===== src/rtl/vline_move_sched_if.sv =====
// Bundle between the frame-tick/load control side and the bank of vertical-line movers.
interface vline_move_sched_if #(
  parameter int unsigned N_LINES = 4
);
  logic               frame_tick;
  logic               load_req;
  logic               run;
  logic [N_LINES-1:0] enable;
  logic [N_LINES-1:0] utc;
  logic [N_LINES-1:0] dtc;
  logic [N_LINES-1:0] up;
  logic [N_LINES-1:0] dw;
  logic [N_LINES-1:0] ld;
  logic [N_LINES-1:0] dir;
  logic               busy;
  logic               overrun;

  modport master (
    output frame_tick, load_req, run, enable, utc, dtc,
    input  up, dw, ld, dir, busy, overrun
  );

  modport slave (
    input  frame_tick, load_req, run, enable, utc, dtc,
    output up, dw, ld, dir, busy, overrun
  );
endinterface


===== src/rtl/vline_move_sched.sv =====
// Round-robin step sequencer for a bank of bouncing vertical-line mover counters.
// Pulses are decided on the edge that enters STEP, so they appear in the STEP cycle itself.
module vline_move_sched #(
  parameter int unsigned N_LINES  = 4,
  parameter int unsigned STEPS    = 2,
  parameter bit          DIR_INIT = 1'b0
) (
  input logic               clk,
  input logic               reset,
  vline_move_sched_if.slave bus
);

  localparam int unsigned IW = (N_LINES > 1) ? $clog2(N_LINES) : 1;
  localparam int unsigned CW = 4;
  localparam logic [IW-1:0] LAST_IDX = IW'(N_LINES - 1);
  localparam logic [CW-1:0] LAST_CNT = CW'(STEPS - 1);

  typedef enum logic [2:0] {
    IDLE,
    LOAD,
    WAIT,
    STEP,
    SETTLE
  } state_t;

  state_t             state, state_n;
  logic [IW-1:0]      idx, idx_n;
  logic [CW-1:0]      step_cnt, step_cnt_n;
  logic [N_LINES-1:0] up_q, up_n;
  logic [N_LINES-1:0] dw_q, dw_n;
  logic [N_LINES-1:0] ld_q, ld_n;
  logic [N_LINES-1:0] dir_q, dir_n;
  logic               busy_q, busy_n;
  logic               overrun_q, overrun_n;
  logic               dir_cur;
  logic               at_end;

  // State and registered outputs
  always_ff @(posedge clk or negedge reset) begin
    if (!reset) begin
      state     <= IDLE;
      idx       <= '0;
      step_cnt  <= '0;
      up_q      <= '0;
      dw_q      <= '0;
      ld_q      <= '0;
      dir_q     <= {N_LINES{DIR_INIT}};
      busy_q    <= 1'b0;
      overrun_q <= 1'b0;
    end else begin
      state     <= state_n;
      idx       <= idx_n;
      step_cnt  <= step_cnt_n;
      up_q      <= up_n;
      dw_q      <= dw_n;
      ld_q      <= ld_n;
      dir_q     <= dir_n;
      busy_q    <= busy_n;
      overrun_q <= overrun_n;
    end
  end

  // Next state and the outputs that go with it
  always_comb begin
    state_n    = state;
    idx_n      = idx;
    step_cnt_n = step_cnt;
    up_n       = '0;
    dw_n       = '0;
    ld_n       = '0;
    dir_n      = dir_q;
    overrun_n  = overrun_q;
    dir_cur    = 1'b0;
    at_end     = 1'b0;

    unique case (state)
      IDLE: begin
        if (bus.load_req) state_n = LOAD;
      end
      LOAD: begin
        state_n = WAIT;
      end
      WAIT: begin
        if (bus.load_req) begin
          state_n = LOAD;
        end else if (bus.frame_tick && bus.run) begin
          state_n    = STEP;
          idx_n      = '0;
          step_cnt_n = '0;
        end
      end
      STEP: begin
        if (bus.frame_tick) overrun_n = 1'b1;
        state_n = bus.load_req ? LOAD : SETTLE;
      end
      SETTLE: begin
        if (bus.frame_tick) overrun_n = 1'b1;
        if (bus.load_req) begin
          state_n = LOAD;
        end else if (idx < LAST_IDX) begin
          idx_n   = idx + IW'(1);
          state_n = STEP;
        end else if (step_cnt < LAST_CNT) begin
          idx_n      = '0;
          step_cnt_n = step_cnt + CW'(1);
          state_n    = STEP;
        end else begin
          state_n = WAIT;
        end
      end
      default: state_n = IDLE;
    endcase

    if (state_n == LOAD) begin
      ld_n      = '1;
      dir_n     = {N_LINES{DIR_INIT}};
      overrun_n = 1'b0;
    end

    // Bounce: reverse at the bound ahead, then step; a line pinned at both bounds stays put
    if (state_n == STEP && bus.enable[idx_n] && !(bus.utc[idx_n] && bus.dtc[idx_n])) begin
      dir_cur = dir_q[idx_n];
      at_end  = dir_cur ? bus.dtc[idx_n] : bus.utc[idx_n];
      if (at_end) dir_cur = ~dir_cur;
      dir_n[idx_n] = dir_cur;
      if (dir_cur) dw_n[idx_n] = 1'b1;
      else         up_n[idx_n] = 1'b1;
    end

    busy_n = (state_n == LOAD) || (state_n == STEP) || (state_n == SETTLE);
  end

  assign bus.up      = up_q;
  assign bus.dw      = dw_q;
  assign bus.ld      = ld_q;
  assign bus.dir     = dir_q;
  assign bus.busy    = busy_q;
  assign bus.overrun = overrun_q;

endmodule


===== src/flat_wrapper.sv =====
// flat-port wrapper written by rule: the top's interface ports become plain ports
module vline_move_sched_flat 
#(
  parameter int unsigned N_LINES  = 4,
  parameter int unsigned STEPS    = 2,
  parameter bit          DIR_INIT = 1'b0
)
  (clk, reset, bus_frame_tick, bus_load_req, bus_run, bus_enable, bus_utc, bus_dtc, bus_up, bus_dw, bus_ld, bus_dir, bus_busy, bus_overrun);
  vline_move_sched_if #(.N_LINES(N_LINES)) bus_i ();
  input logic clk;
  input logic reset;
  input wire logic [$bits(bus_i.frame_tick)-1:0] bus_frame_tick;
  input wire logic [$bits(bus_i.load_req)-1:0] bus_load_req;
  input wire logic [$bits(bus_i.run)-1:0] bus_run;
  input wire logic [$bits(bus_i.enable)-1:0] bus_enable;
  input wire logic [$bits(bus_i.utc)-1:0] bus_utc;
  input wire logic [$bits(bus_i.dtc)-1:0] bus_dtc;
  output wire logic [$bits(bus_i.up)-1:0] bus_up;
  output wire logic [$bits(bus_i.dw)-1:0] bus_dw;
  output wire logic [$bits(bus_i.ld)-1:0] bus_ld;
  output wire logic [$bits(bus_i.dir)-1:0] bus_dir;
  output wire logic [$bits(bus_i.busy)-1:0] bus_busy;
  output wire logic [$bits(bus_i.overrun)-1:0] bus_overrun;
  assign bus_i.frame_tick = bus_frame_tick;
  assign bus_i.load_req = bus_load_req;
  assign bus_i.run = bus_run;
  assign bus_i.enable = bus_enable;
  assign bus_i.utc = bus_utc;
  assign bus_i.dtc = bus_dtc;
  assign bus_up = bus_i.up;
  assign bus_dw = bus_i.dw;
  assign bus_ld = bus_i.ld;
  assign bus_dir = bus_i.dir;
  assign bus_busy = bus_i.busy;
  assign bus_overrun = bus_i.overrun;
  vline_move_sched #(.N_LINES(N_LINES), .STEPS(STEPS), .DIR_INIT(DIR_INIT)) u_core (.clk(clk), .reset(reset), .bus(bus_i));
endmodule

===== config.mk =====
export PLATFORM = sky130hd
export DESIGN_NAME = vline_move_sched_flat
export DESIGN_NICKNAME = d
export VERILOG_FILES = /design/src/rtl/vline_move_sched_if.sv /design/src/rtl/vline_move_sched.sv /design/src/flat_wrapper.sv
export SDC_FILE = /design/constraint.sdc
export NUM_CORES = 1
export LEC_CHECK = 0
export ABC_CLOCK_PERIOD_IN_PS = 2800
export CAP_MARGIN = 20
export CORE_MARGIN = 4
export CORE_UTILIZATION = 30
export CTS_BUF_LIST = sky130_fd_sc_hd__clkbuf_4 sky130_fd_sc_hd__clkbuf_8
export DETAILED_ROUTE_END_ITERATION = 7
export PLACE_DENSITY = 0.63
export SYNTH_ARGS = -nofsm -noshare
export SYNTH_HDL_FRONTEND = slang
export SYNTH_SLANG_ARGS = --single-unit

===== constraint.sdc =====
create_clock -name clk -period 2.8 [get_ports clk]
set_clock_uncertainty 0.1 [all_clocks]
set_input_delay 0.42 -clock clk [delete_from_list [all_inputs] [get_ports clk]]
set_output_delay 0.42 -clock clk [all_outputs]
set_load 0.1 [all_outputs]

# Yosys cells after proc, flatten, opt, wreduce, memory -nomap -nowiden
# Index checks and enable logic that the tools add are counted.
[classes]
muxes = 44
order_cmp = 4
n_eq_ne = 12
reduce_logical = 15
bitwise = 1
addsub = 2
[ops]
columns = ["operator", "count"]
rows = [
  ["2-to-1 mux 4 bit", 12],
  ["2-to-1 mux 3 bit", 6],
  ["case mux 3 bit (5 select lines)", 1],
  ["2-to-1 mux 1 bit", 12],
  ["2-to-1 mux 2 bit", 5],
  ["== test 3 x 2 -> 1 bit, second input constant", 3],
  ["binary-select mux 1 bit (select 2 bit)", 4],
  ["case mux 4 bit (2 select lines)", 1],
  ["== test 3 x 1 -> 1 bit, second input constant", 2],
  ["== test 3 bit, second input constant", 2],
  ["inequality test 2 bit, second input constant", 3],
  ["AND reduction 6 bit", 1],
  ["nonzero test 2 bit", 3],
  ["logical AND 1 bit", 5],
  ["adder 4 x 1 -> 4 bit, second input constant", 1],
  ["bitwise mux 4 bit", 1],
  ["< comparator 4 x 1 -> 1 bit, second input constant", 1],
  ["inequality test 2 x 1 -> 1 bit, second input constant", 2],
  ["case mux 2 bit (2 select lines)", 1],
  ["zero test 3 bit", 1],
  ["< comparator 2 x 3 -> 1 bit, second input constant", 1],
  ["adder 2 x 1 -> 2 bit, second input constant", 1],
  ["demux 1 bit (select 2 bit)", 1],
  ["greater-or-equal comparator 2 x 1 -> 1 bit, second input constant", 1],
  ["other kinds (6)", 7],
]
[word_totals]
output_inout_bits = 18
elab_cells = 87
reg_bits = 27

# Longest topological paths before layout
[logic_depth]
ltp_word = 13
ltp_mapped = 11
mapped_depth_nobuf = 10

# Worst setup path after synthesis
# Ideal clock, no wire load.
[synth_timing]
path_kind = "reg-to-reg"
startpoint = "register u_core.step_cnt[0]"
endpoint = "register u_core.dir_q[3] (netlist: u_core.bus.dir[3])"
stages_incl_launch_ff = 12
arrival_time_ps = 2455
setup_time_ps = 124
required_time_ps = 2576
slack_ps = 121
period_less_slack_ps = 2679
path_cell_list = "dfrtp_1 -> inv_1 -> ha_1 -> nor3b_1 -> o221ai_2 -> a21oi_4 -> inv_4 -> buf_12 -> mux2i_1 -> mux2_2 -> a211o_1 -> o31a_1"
[synth_via]
elab_chain_len = 12
elab_cells_between_ends = 35
cone_classes = "3 x order compare; 2 x eq/ne; 24 x mux; 1 x bitwise; 5 x reduce/logical"
[synth_lines]
columns = ["item", "line", "source"]
rows = [
  ["from (decl)", "vline_move_sched.sv:28", "logic [CW-1:0] step_cnt, step_cnt_n;"],
  ["from (signal assigned)", "vline_move_sched.sv:53", "step_cnt <= step_cnt_n;"],
  ["< comparator 4 x 1 -> 1 bit (*)", "vline_move_sched.sv:103", "end else if (step_cnt < LAST_CNT) begin"],
  ["2-to-1 mux 2 bit (*)", "vline_move_sched.sv:103", ""],
  ["2-to-1 mux 2 bit (*)", "vline_move_sched.sv:100", "end else if (idx < LAST_IDX) begin"],
  ["2-to-1 mux 2 bit (*)", "vline_move_sched.sv:98", "if (bus.load_req) begin"],
  ["case mux 2 bit (2 select lines) (*)", "vline_move_sched.sv:76", "unique case (state)"],
  ["named net u_core.idx_n[1]", "vline_move_sched.sv:27", "logic [IW-1:0] idx, idx_n;"],
  ["binary-select mux 1 bit (select 2 bit) (on tied branches)", "vline_move_sched.sv:121, vline_move_sched.sv:123, vline_move_sched.sv:122", ""],
  ["2-to-1 mux 1 bit (on tied branches)", "vline_move_sched.sv:121, vline_move_sched.sv:123, vline_move_sched.sv:122", ""],
  ["2-to-1 mux 1 bit / inverter 1 bit (equally long branches)", "vline_move_sched.sv:123, vline_move_sched.sv:124", ""],
  ["2-to-1 mux 1 bit", "vline_move_sched.sv:124", "if (at_end) dir_cur = ~dir_cur;"],
  ["2-to-1 mux 1 bit", "vline_move_sched.sv:121", "if (state_n == STEP && bus.enable[idx_n] && !(bus.utc[idx_n] && bus.dtc[idx_n])) begin"],
  ["bitwise mux 4 bit", "vline_move_sched.sv:125", "dir_n[idx_n] = dir_cur;"],
  ["2-to-1 mux 4 bit (*)", "vline_move_sched.sv:121", ""],
  ["named net u_core.dir_n[3]", "vline_move_sched.sv:32", "logic [N_LINES-1:0] dir_q, dir_n;"],
  ["to (signal assigned)", "vline_move_sched.sv:47", "dir_q <= {N_LINES{DIR_INIT}};"],
  ["to (signal assigned)", "vline_move_sched.sv:57", "dir_q <= dir_n;"],
  ["to (decl)", "vline_move_sched.sv:32", ""],
]
# Mark *: on every way through the listed nets, which the timed path passes. The rest lies on a longest branch. The select of a mux whose other input is x is not followed.
# A chain may end at the register's enable or synchronous reset.

# Final worst setup path
[layout_timing]
startpoint = "register u_core.idx[0]"
endpoint = "register u_core.up_q[2] (netlist: u_core.bus.up[2])"
[layout_via]
elab_chain_len = 11
elab_cells_between_ends = 35
cone_classes = "1 x add/sub; 3 x order compare; 1 x eq/ne; 24 x mux; 1 x bitwise; 5 x reduce/logical"
[layout_lines]
columns = ["item", "line", "source"]
rows = [
  ["from (decl)", "vline_move_sched.sv:27", ""],
  ["from (signal assigned)", "vline_move_sched.sv:52", "idx <= idx_n;"],
  ["adder 2 x 1 -> 2 bit (tied with other cells)", "vline_move_sched.sv:101", "idx_n = idx + IW'(1);"],
  ["2-to-1 mux 2 bit", "vline_move_sched.sv:100", ""],
  ["2-to-1 mux 2 bit", "vline_move_sched.sv:98", ""],
  ["case mux 2 bit (2 select lines)", "vline_move_sched.sv:76", ""],
  ["binary-select mux 1 bit (select 2 bit) (on tied branches)", "vline_move_sched.sv:121, vline_move_sched.sv:123, vline_move_sched.sv:122", ""],
  ["2-to-1 mux 1 bit (on tied branches)", "vline_move_sched.sv:121, vline_move_sched.sv:123, vline_move_sched.sv:122", ""],
  ["2-to-1 mux 1 bit / inverter 1 bit (equally long branches)", "vline_move_sched.sv:123, vline_move_sched.sv:124", ""],
  ["2-to-1 mux 1 bit", "vline_move_sched.sv:124", ""],
  ["2-to-1 mux 1 bit", "vline_move_sched.sv:121", ""],
  ["2-to-1 mux 4 bit", "vline_move_sched.sv:126", "if (dir_cur) dw_n[idx_n] = 1'b1;"],
  ["2-to-1 mux 4 bit (*)", "vline_move_sched.sv:121", ""],
  ["named net u_core.up_n[2]", "vline_move_sched.sv:29", "logic [N_LINES-1:0] up_q, up_n;"],
  ["to (signal assigned)", "vline_move_sched.sv:54", "up_q <= up_n;"],
  ["to (decl)", "vline_move_sched.sv:29", ""],
]
# Marked as above.

==> metrics.cfg <==
[run_status]
status = completed

[floorplan]
die_area_sq_mm = 0.00532
io_pins = 35
initial_core_util_pct = 31.4
die_w_um = 72.9
die_h_um = 72.9
coreArea_sq_mm = 0.00403
floorplan.rows = 23

[setup_path]
critical_path_required_ns = 2.87
worst_ep_arrival_time_ns = 2.67
max_stage_delay_ns = 0.43
cp_top_family = simple AND/OR/NAND/NOR gates
critPathCaptureType = flop
worstPathCellList = ha_1, nor3b_4, and3_1, a21oi_4, inv_4, mux2i_1, mux2_2, a211o_1, buf_4, nor4_2
cp_num_buf_inv = 2
critPathKind = flop to flop
cp_slowest_cell = dfrtp_1
start_kind = flop
cp_max_fo = 10

[sta]
max_freq_mhz = 385
period_needed_ns = 2.60
maxSlewViolCount = 0
setup_viol_count_final = 0
post-route-period-util_pct = 92.8
finalHoldViolCount = 0
tns_ns = 0
whs_ns = 0.414
slew_headroom_pct = 53.2
worst_pin_slew_ns = 0.700
fin_ws_ns = 0.202

[layout]
syn2layout_area_growth_pct = 39.8
finalNonFillerCells = 211
final_cell_area_sq_mm = 0.00177
layout.nets = 182
diodes = 0
drive_gt1_share_pct = 31.1
utilization_pct = 43.9

[clock_tree]
ctsHoldBuffers = 0
cts_made_buffers = 3
clock_latency_ns = 0.26
cts-root-buf = clkbuf_8
cts_setup_buffers = 0
clk_pin_slew_ns = 0.09
cts_sinks = 24
cts_buffer_depth = 2
cts_tree = done
htree_levels = 1

[logic_synthesis]
yosys.area.top_type_share_pct = 47.5
synth.avg_cell_area_sq_um = 10.8
synth_area_sq_mm = 0.00126
synth_cell_type_count = 37
synth_warnings = 0
synth-async-reset-ratio_pct = 100
synthCells = 117
synth_ff_type = dfrtp_1
yosysSeqAreaShare_pct = 47.5
synth_edf_count = 0
syn_nets = 137
ys_ff_latch = 24
synth_top_cells_by_area = dfrtp_1, mux2i_1, a21oi_1, ha_1, nor2_1
synth_top_area_cell = dfrtp_1

[drt]
first_pass_iters = 4
drt_wl_total_um = 2820
wl_per_cell_um = 13.4
vias = 1028
drc_errors = 0
drtAntennaViolNets = 0
vias_per_cell = 4.87
first_iter_violations = 49

[grt]
grt_use_total_pct = 11.5
grt.overflow.total = 0
grt_pass1_wl_um = 4840
grt_busiest_layer = met2
grt_pass1_vias = 1143
use_met1_pct = 13.5
grt_util_met3_pct = 3.03
antenna_found_initial = 0
grt_use_met2_pct = 20.5
grt_max_degree = 25

[placed_design]
postPlaceCellArea_sq_mm = 0.00166
dpl.hpwl_um = 2280
gp_congestion = 0.784
place_worst_setup_slack_ns = -0.124
dp_cells = 207
port_buffers = 34

[pwr]
total_power_mw = 1.74
p_leak_nw = 0.811
ir_worst_vdd_uv = 442
power_density_mw_per_mm2 = 984

[job]
maxCapViolCount = 0

[worst_hold_path]
hold_path.class = input pin to async pin

what timing repair did:
action	4_1_cts	5_1_grt
gates cloned	0	0
pin swaps	0	1
resized for setup	1	7
setup endpoints to repair	1	6
endpoints found under the hold margin	0	0
registers in the layout (all words and copies together), names as in the netlist:
| register | cells |
|---|---|
| u_core.idx | 2 |
| u_core.bus.up | 4 |
| u_core.bus.overrun | 1 |
| u_core.bus.ld | 1 |
| u_core.step_cnt | 4 |
| u_core.bus.dir | 4 |
| u_core.bus.dw | 4 |
| u_core.bus.busy | 1 |
| u_core.state | 3 |
cells in the mapped netlist (3+ instances only):
| library cell | instances |
|---|---|
| a21oi_1 | 10 |
| and3_1 | 3 |
| buf_4 | 3 |
| dfrtp_1 | 24 |
| ha_1 | 3 |
| inv_1 | 7 |
| mux2i_1 | 10 |
| nand2_1 | 5 |
| nand3_1 | 3 |
| nor2_1 | 8 |
| nor3_1 | 4 |
| o21ai_0 | 4 |
| or2_2 | 3 |
worst register-to-register path, cell delays in order, from the launching register on:
cell	delay, ns
dfrtp_1	0.43
ha_1	0.27
nor3b_4	0.27
and3_1	0.27
a21oi_4	0.06
inv_4	0.14
mux2i_1	0.09
mux2_2	0.30
a211o_1	0.29
buf_4	0.15
nor4_2	0.13
final cells by class:
cell class                 instances  area, sq um
clock inverter                     1         30.0
multi-input combinational         80          623
timing repair buffer              45          378
clock buffer                       3         41.3
fill                             392         2260
inverter                           8         32.5
tap                               50         62.6
sequential                        24          601
path summary, 6_finish.rpt:
kind / startpoint / end / slack [ns] / cells after the start
min reg2reg: u_core.bus.overrun / u_core.bus.overrun / 0.42 / 2
min: reset / u_core.idx[1] / 0.41 / 2
max: u_core.idx[0] / u_core.bus.up[2] / 0.20 / 10
max reg2reg: u_core.idx[0] / u_core.bus.up[2] / 0.20 / 10
min in group clk: u_core.bus.overrun / u_core.bus.overrun / 0.42 / 2
max in group asynchronous: reset / u_core.bus.overrun / 1.95 / 2
where the power goes:
| group | switching (mW) | internal (mW) |
|---|---|---|
| clock network | 0.107 | 0.191 |
| registers | 0.0858 | 0.419 |
| logic | 0.620 | 0.317 |
| total | 0.813 | 0.927 |
metal layers:
layer | wire length (um) | part of all wire, %
met1 | 1230 | 44
met2 | 1420 | 50
met3 | 156 | 5.5
met4 | 14 | 0.50
met5 | 0 | 0
layout by cell type, fill, tap and decap left out, types with 2 or more instances in the layout:
cell / count
nand2_1: 5
nor2b_1: 2
buf_4: 29
ha_1: 3
or2_2: 3
mux2i_1: 10
clkbuf_8: 3
a22oi_1: 2
dfrtp_1: 24
o21ai_0: 4
mux2_2: 2
nand3_1: 3
nand2b_1: 2
nor2_2: 2
nor3_1: 4
clkdlybuf4s50_1: 16
nor3b_4: 2
inv_1: 6
o31a_1: 2
and3_1: 3
a21oi_1: 9
nor2_1: 6
a32o_1: 2
cell families (layout without fill, tap and decap cells):
kind of cell | count (synthesis) | count (layout) | synth area share (%)
AND/OR/NAND/NOR | 38 | 38 | 17.4
AO/OA/AOI/OAI | 27 | 27 | 16.2
flip-flops | 24 | 24 | 47.5
buffers and inverters | 13 | 57 | 6.23
multiplexers | 12 | 12 | 9.69
adder cells (fa/ha/maj) | 3 | 3 | 2.97
Note: power is estimated with default switching activity, not from simulation.
